[config.mk]
export PLATFORM = sky130hd
export DESIGN_NAME = oam_writer
export DESIGN_NICKNAME = d
export VERILOG_FILES = /design/src/rtl/oam_writer.sv
export SDC_FILE = /design/constraint.sdc
export NUM_CORES = 1
export LEC_CHECK = 0
export CAP_MARGIN = 10
export CORE_AREA = 5 5 189 191
export DETAILED_ROUTE_END_ITERATION = 10
export DIE_AREA = 0 0 194 196
export PLACE_DENSITY = 0.74
export SYNTH_ARGS = -nofsm -noshare
export SYNTH_HDL_FRONTEND = slang
export SYNTH_SLANG_ARGS = --single-unit
[constraint.sdc]
create_clock -name clk -period 32 [get_ports clk]
set_input_delay 8 -clock clk [delete_from_list [all_inputs] [get_ports clk]]
set_output_delay 8 -clock clk [all_outputs]
set_load 0.01 [all_outputs]
[src/rtl/oam_writer.sv]
// oam_writer: write-side owner of the sprite attribute memory (OAM).
// Game-logic updates are queued in a small FIFO and committed to OAM only
// during blanking, so the object engine never scans a half-updated sprite.
module oam_writer #(
    parameter int unsigned OAM_WIDTH  = 32,
    parameter int unsigned OAM_DEPTH  = 8,
    parameter int unsigned FIFO_DEPTH = 4,
    localparam int unsigned IDX_W     = $clog2(OAM_DEPTH),
    localparam int unsigned PTR_W     = $clog2(FIFO_DEPTH),
    localparam int unsigned CNT_W     = PTR_W + 1
) (
    input  logic                 clk,
    input  logic                 reset,
    input  logic                 video_on,
    input  logic                 wr_valid,
    output logic                 wr_ready,
    input  logic [IDX_W-1:0]     wr_index,
    input  logic [OAM_WIDTH-1:0] wr_data,
    input  logic                 clear_req,
    input  logic [IDX_W-1:0]     oam_addr,
    output logic [OAM_WIDTH-1:0] oam_data,
    output logic [CNT_W-1:0]     pending,
    output logic                 commit_done
);

    // Reserved field [30:27] is never stored.
    localparam logic [OAM_WIDTH-1:0] RSVD_MASK = OAM_WIDTH'(32'h7800_0000);
    localparam logic [IDX_W-1:0]     LAST_IDX  = IDX_W'(OAM_DEPTH - 1);
    localparam logic [CNT_W-1:0]     FULL_CNT  = CNT_W'(FIFO_DEPTH);

    typedef struct packed {
        logic [IDX_W-1:0]     idx;
        logic [OAM_WIDTH-1:0] data;
    } upd_t;

    typedef enum logic [1:0] {
        S_IDLE   = 2'd0,
        S_CLEAR  = 2'd1,
        S_COMMIT = 2'd2
    } state_t;

    state_t               state;
    state_t               state_nx;

    upd_t                 fifo_mem [FIFO_DEPTH];
    logic [PTR_W-1:0]     wr_ptr;
    logic [PTR_W-1:0]     rd_ptr;
    logic [CNT_W-1:0]     count;
    logic [CNT_W-1:0]     count_nx;
    logic                 fifo_empty;
    logic                 push;
    upd_t                 head;

    logic                 clear_pending;
    logic [IDX_W-1:0]     clr_cnt;

    logic                 do_pop;
    logic                 do_clr;
    logic                 clr_last;
    logic                 clr_start;
    logic                 done_nx;

    logic [OAM_WIDTH-1:0] oam [OAM_DEPTH];

    assign push       = wr_valid && wr_ready;
    assign fifo_empty = (count == '0);
    assign head       = fifo_mem[rd_ptr];
    assign count_nx   = count + CNT_W'(push) - CNT_W'(do_pop);
    assign pending    = count;

    // State register.
    always_ff @(posedge clk or posedge reset) begin
        if (reset) begin
            state <= S_IDLE;
        end else begin
            state <= state_nx;
        end
    end

    // Next-state and per-cycle commit controls.
    always_comb begin
        state_nx  = state;
        do_pop    = 1'b0;
        do_clr    = 1'b0;
        clr_last  = 1'b0;
        clr_start = 1'b0;
        done_nx   = 1'b0;
        case (state)
            S_IDLE: begin
                if (!video_on) begin
                    if (clear_pending) begin
                        state_nx  = S_CLEAR;
                        clr_start = 1'b1;
                    end else if (!fifo_empty) begin
                        state_nx = S_COMMIT;
                    end
                end
            end
            S_CLEAR: begin
                // Active video pauses the sweep with the counter held.
                if (!video_on) begin
                    do_clr = 1'b1;
                    if (clr_cnt == LAST_IDX) begin
                        clr_last = 1'b1;
                        if (!fifo_empty) begin
                            state_nx = S_COMMIT;
                        end else begin
                            state_nx = S_IDLE;
                            done_nx  = 1'b1;
                        end
                    end
                end
            end
            S_COMMIT: begin
                // The write in the cycle video_on rises still lands, then we stop.
                if (fifo_empty) begin
                    state_nx = S_IDLE;
                end else begin
                    do_pop = 1'b1;
                    if (count == CNT_W'(1)) begin
                        state_nx = S_IDLE;
                        done_nx  = 1'b1;
                    end else if (video_on) begin
                        state_nx = S_IDLE;
                    end
                end
            end
            default: begin
                state_nx = S_IDLE;
            end
        endcase
    end

    // Clear request flag, clear sweep counter and completion pulse.
    always_ff @(posedge clk or posedge reset) begin
        if (reset) begin
            clear_pending <= 1'b0;
            clr_cnt       <= '0;
            commit_done   <= 1'b0;
        end else begin
            commit_done <= done_nx;
            if (clr_last) begin
                clear_pending <= 1'b0;
            end else if (clear_req) begin
                clear_pending <= 1'b1;
            end
            if (clr_start) begin
                clr_cnt <= '0;
            end else if (do_clr) begin
                clr_cnt <= clr_cnt + IDX_W'(1);
            end
        end
    end

    // FIFO pointers, occupancy and ready flag.
    always_ff @(posedge clk or posedge reset) begin
        if (reset) begin
            wr_ptr   <= '0;
            rd_ptr   <= '0;
            count    <= '0;
            wr_ready <= 1'b1;
        end else begin
            if (push) begin
                wr_ptr <= wr_ptr + PTR_W'(1);
            end
            if (do_pop) begin
                rd_ptr <= rd_ptr + PTR_W'(1);
            end
            count    <= count_nx;
            wr_ready <= (count_nx != FULL_CNT);
        end
    end

    // FIFO payload storage; validity is tracked by the pointers.
    always_ff @(posedge clk) begin
        if (push) begin
            fifo_mem[wr_ptr] <= '{idx: wr_index, data: wr_data & ~RSVD_MASK};
        end
    end

    // OAM array and registered read port (read-before-write on collision).
    always_ff @(posedge clk or posedge reset) begin
        if (reset) begin
            for (int unsigned i = 0; i < OAM_DEPTH; i++) begin
                oam[i] <= '0;
            end
            oam_data <= '0;
        end else begin
            oam_data <= oam[oam_addr];
            if (do_clr) begin
                oam[clr_cnt] <= '0;
            end else if (do_pop) begin
                oam[head.idx] <= head.data;
            end
        end
    end

endmodule
==> results.sh <==
export IMPL_yosysTopAreaCell="dfrtp_1"
export IMPL_worst_pin_slew_ns=1.093
export IMPL_ys_seq_area_share_pct=61.81
export IMPL_detail_route_antenna_nets=0
export IMPL_core_area_um2=33950
export IMPL_routed_via_count=10567
export IMPL_peakVddDrop_mv=0.06073
export IMPL_max_freq_mhz=97.34
export IMPL_rr_worst_depth=6
export IMPL_portBuffers=75
export IMPL_wirelength_um=41430
export IMPL_clk_path_buf_depth=3
export IMPL_cts_root_buf="clkbuf_16"
export IMPL_ys_async_sr_fraction_pct=70.96
export IMPL_finalSetupViolCount=0
export IMPL_worstHoldEndpoint="oam[155]"
export IMPL_fin_tns_setup_ns=0
export IMPL_worstPathRequired_ns=32.37
export IMPL_drc=0
export IMPL_fillers=2568
export IMPL_std_cell_rows=68
export IMPL_ios=80
export IMPL_finClkSkew_ns=0.01074
export IMPL_antenna_found_initial=1
export IMPL_startpoint_type="primary input"
export IMPL_fin_nets=1403
export IMPL_synth_fp_nets=1341
export IMPL_maxCapViolCount=0
export IMPL_synth_area_top_cells="dfrtp_1 (41%), edfxtp_1 (20%), mux2i_1 (14%), mux4_2 (8.2%), nand2_1 (5.5%)"
export IMPL_period_needed_ns=10.27
export IMPL_status="complete, no violations"
export IMPL_power_density_nw_per_um2=91.21
export IMPL_yosys_area_top_type_share_pct=41.31
export IMPL_cts_sinks=427
export IMPL_vias_per_cell=5.752
export IMPL_cts_tree="yes"
export IMPL_gp_congestion=0.7512
export IMPL_ys_seq_elements=427
export IMPL_dieHeight_um=196
export IMPL_end_kind="flip-flop"
export IMPL_gr_total_overflow=0
export IMPL_post_cts_repair_setup_buffers=0
export IMPL_dr_pass1_iters=5
export IMPL_rsz0062_at_grt="no"
export IMPL_drv_slew=0
export IMPL_hold_viol=0
export IMPL_track_usage_pct=21.98
export IMPL_synth_avg_cell_area_um2=14.22
export IMPL_layout_drive_gt1_share_pct=16.79
export IMPL_routedWlPerCell_um=22.55
export IMPL_r2r_start="rd_ptr[1]"
export IMPL_holdCritPathClass="flip-flop to flip-flop"
export IMPL_drt_initial_drc_count=785
export IMPL_clk_pin_slew_ns=0.06
export IMPL_clk_latency_ns=0.53
export IMPL_hpwl_um=22750
export IMPL_syn_inst=1286
export IMPL_whs_path_depth=1
export IMPL_synthFlopType="dfrtp_1"
export IMPL_cp_max_fo=17
export IMPL_grt_start_max_net_pins=197
export IMPL_slew_headroom_pct=27.13
export IMPL_start_util_pct=53.88
export IMPL_fp_dieW_um=194
export IMPL_grt_pass1_vias=11337
export IMPL_ctsHoldBuffers=0
export IMPL_cts_buffers=44
export IMPL_synth_edf_count=124
export IMPL_fin_crit_sh_pct=32.10
export IMPL_syn_area_um2=18290
export IMPL_antenna_cells=0
export IMPL_p_leak_nw=9.965
export IMPL_grt_pass1_wl_um=65700
export IMPL_crit_arrival_ns=10.64
export IMPL_total_power_w=0.001901
export IMPL_dieArea_um2=38020
export IMPL_ys_types=41
export IMPL_r2r_slack_ns=28.36
export IMPL_cts_resized=0
export IMPL_r2r_end="oam[187]"
export IMPL_yosys_warnings=0
export IMPL_path_class="primary input to flip-flop"
export IMPL_syn2layout_area_growth_pct=13.93
export IMPL_cts_htree_levels=2
export IMPL_min_from="oam[155]"
==> power by group <==
group	internal (W)	switching, W
Sequential	0.000746	0.0000873
Clock	0.000289	0.000204
Combinational	0.000260	0.000314
Total	0.00130	0.000605
==> cell usage in the layout, fill, tap and decap left out, types with 2 or more instances in the layout <==
master and instances:
ha_1 11, clkbuf_1 11, nor2_1 4, dfrtp_1 300, nand3_1 3, inv_1 9
mux2_2 61, clkinvlp_2 2, edfxtp_1 124, a32o_1 2, a22o_1 2, clkdlybuf4s50_1 72
o21ai_1 28, clkinv_1 6, mux4_2 67, o21ai_0 2, and3b_1 8, nor2b_1 4
dfrtp_2 2, a21oi_1 2, nand2_2 6, and3_1 29, buf_4 26, nor2b_4 2
clkbuf_16 46, nand2b_1 2, xnor2_1 3, nand2_1 261, mux2i_1 252, bufinv_16 3
and2_1 2, clkinv_2 10, xor2_1 2
==> registers in the layout (all words and copies together), names as in the netlist <==
signal	flops
oam	256
fifo_mem	124
oam_data	32
clr_cnt	3
pending	3
rd_ptr	2
state	2
wr_ptr	2
clear_pending	1
commit_done	1
wr_ready	1
==> synth_stat cells, types with 2 or more instances <==
master    number
dfrtp_1      302
nand2_1      267
mux2i_1      252
edfxtp_1     124
mux4_2        67
mux2_2        61
clkbuf_1      41
and3_1        29
o21ai_1       28
buf_2         26
ha_1          11
buf_1         10
inv_1         10
and3b_1        8
nor2b_1        6
buf_4          4
nor2_1         4
nand3_1        3
xnor2_1        3
a21oi_1        2
a22o_1         2
a32o_1         2
and2_1         2
buf_6          2
nand2b_1       2
o21ai_0        2
xor2_1         2
==> metrics by stage <==
step                instance area (µm²)  util (%)  std cells  setup slack [ns]  hold WS [ns]
global route                      20840     61.39       1837             21.52        0.5131
finish                            20840     61.39       1837             21.73        0.5052
detailed placement                19450     57.30       1757             21.21        0.4899
global placement                  19450     57.30       1757             21.33        0.4870
CTS                               20840     61.39       1837             21.76        0.5063
floorplan                         18290         -       1286             15.63        0.4709
==> worst max-delay path, cell delays in order <==
cell and delay, ns:
clkdlybuf4s50_1 0.51, nor2b_1 0.57, nand3_1 0.84, buf_4 0.53
nand2_1 0.10, mux2i_1 0.07
==> logic make-up (layout without fill, tap and decap cells) <==
kind of cell / after synthesis / in the layout / share of synthesized area (%)
DFF: 427 / 427 / 61.81
muxes: 380 / 380 / 25.79
and+or+nand+nor: 328 / 328 / 7.695
buffers and inverters: 94 / 190 / 2.332
AOI/OAI and AO/OA: 40 / 40 / 1.265
adders and majority gates: 12 / 12 / 0.8618
xor gates and xnor gates: 5 / 5 / 0.2394
==> worst max path at each step <==
stage              from       endpoint  slack, ns
3_3_place_gp   video_on        oam[78]      21.33
3_5_place_dp   video_on        oam[78]      21.21
4_1_cts        video_on        oam[78]      21.76
6_report       video_on        oam[78]      21.73
5_1_grt        video_on        oam[74]      21.52
2_1_floorplan     reset  clear_pending      15.63
==> metal layers <==
metal | track usage [%] | routed length [µm]
met1 | 31.19 | 18530
met2 | 36.35 | 20070
met3 | 3.675 | 2057
met4 | 4.974 | 778
met5 | 0 | 0
==> cell type report <==
class / count / area (µm²) / area share (%)
clock inverter: 22 / 180.2 / 0.8646
multi-input combinational: 765 / 6589 / 31.62
sequential: 427 / 11310 / 54.27
inverter: 10 / 45.04 / 0.2161
timing repair buffer: 100 / 940.9 / 4.515
clock buffer: 58 / 1206 / 5.788
tap: 455 / 569.3 / 2.732
(Power assumes the default switching activity.)
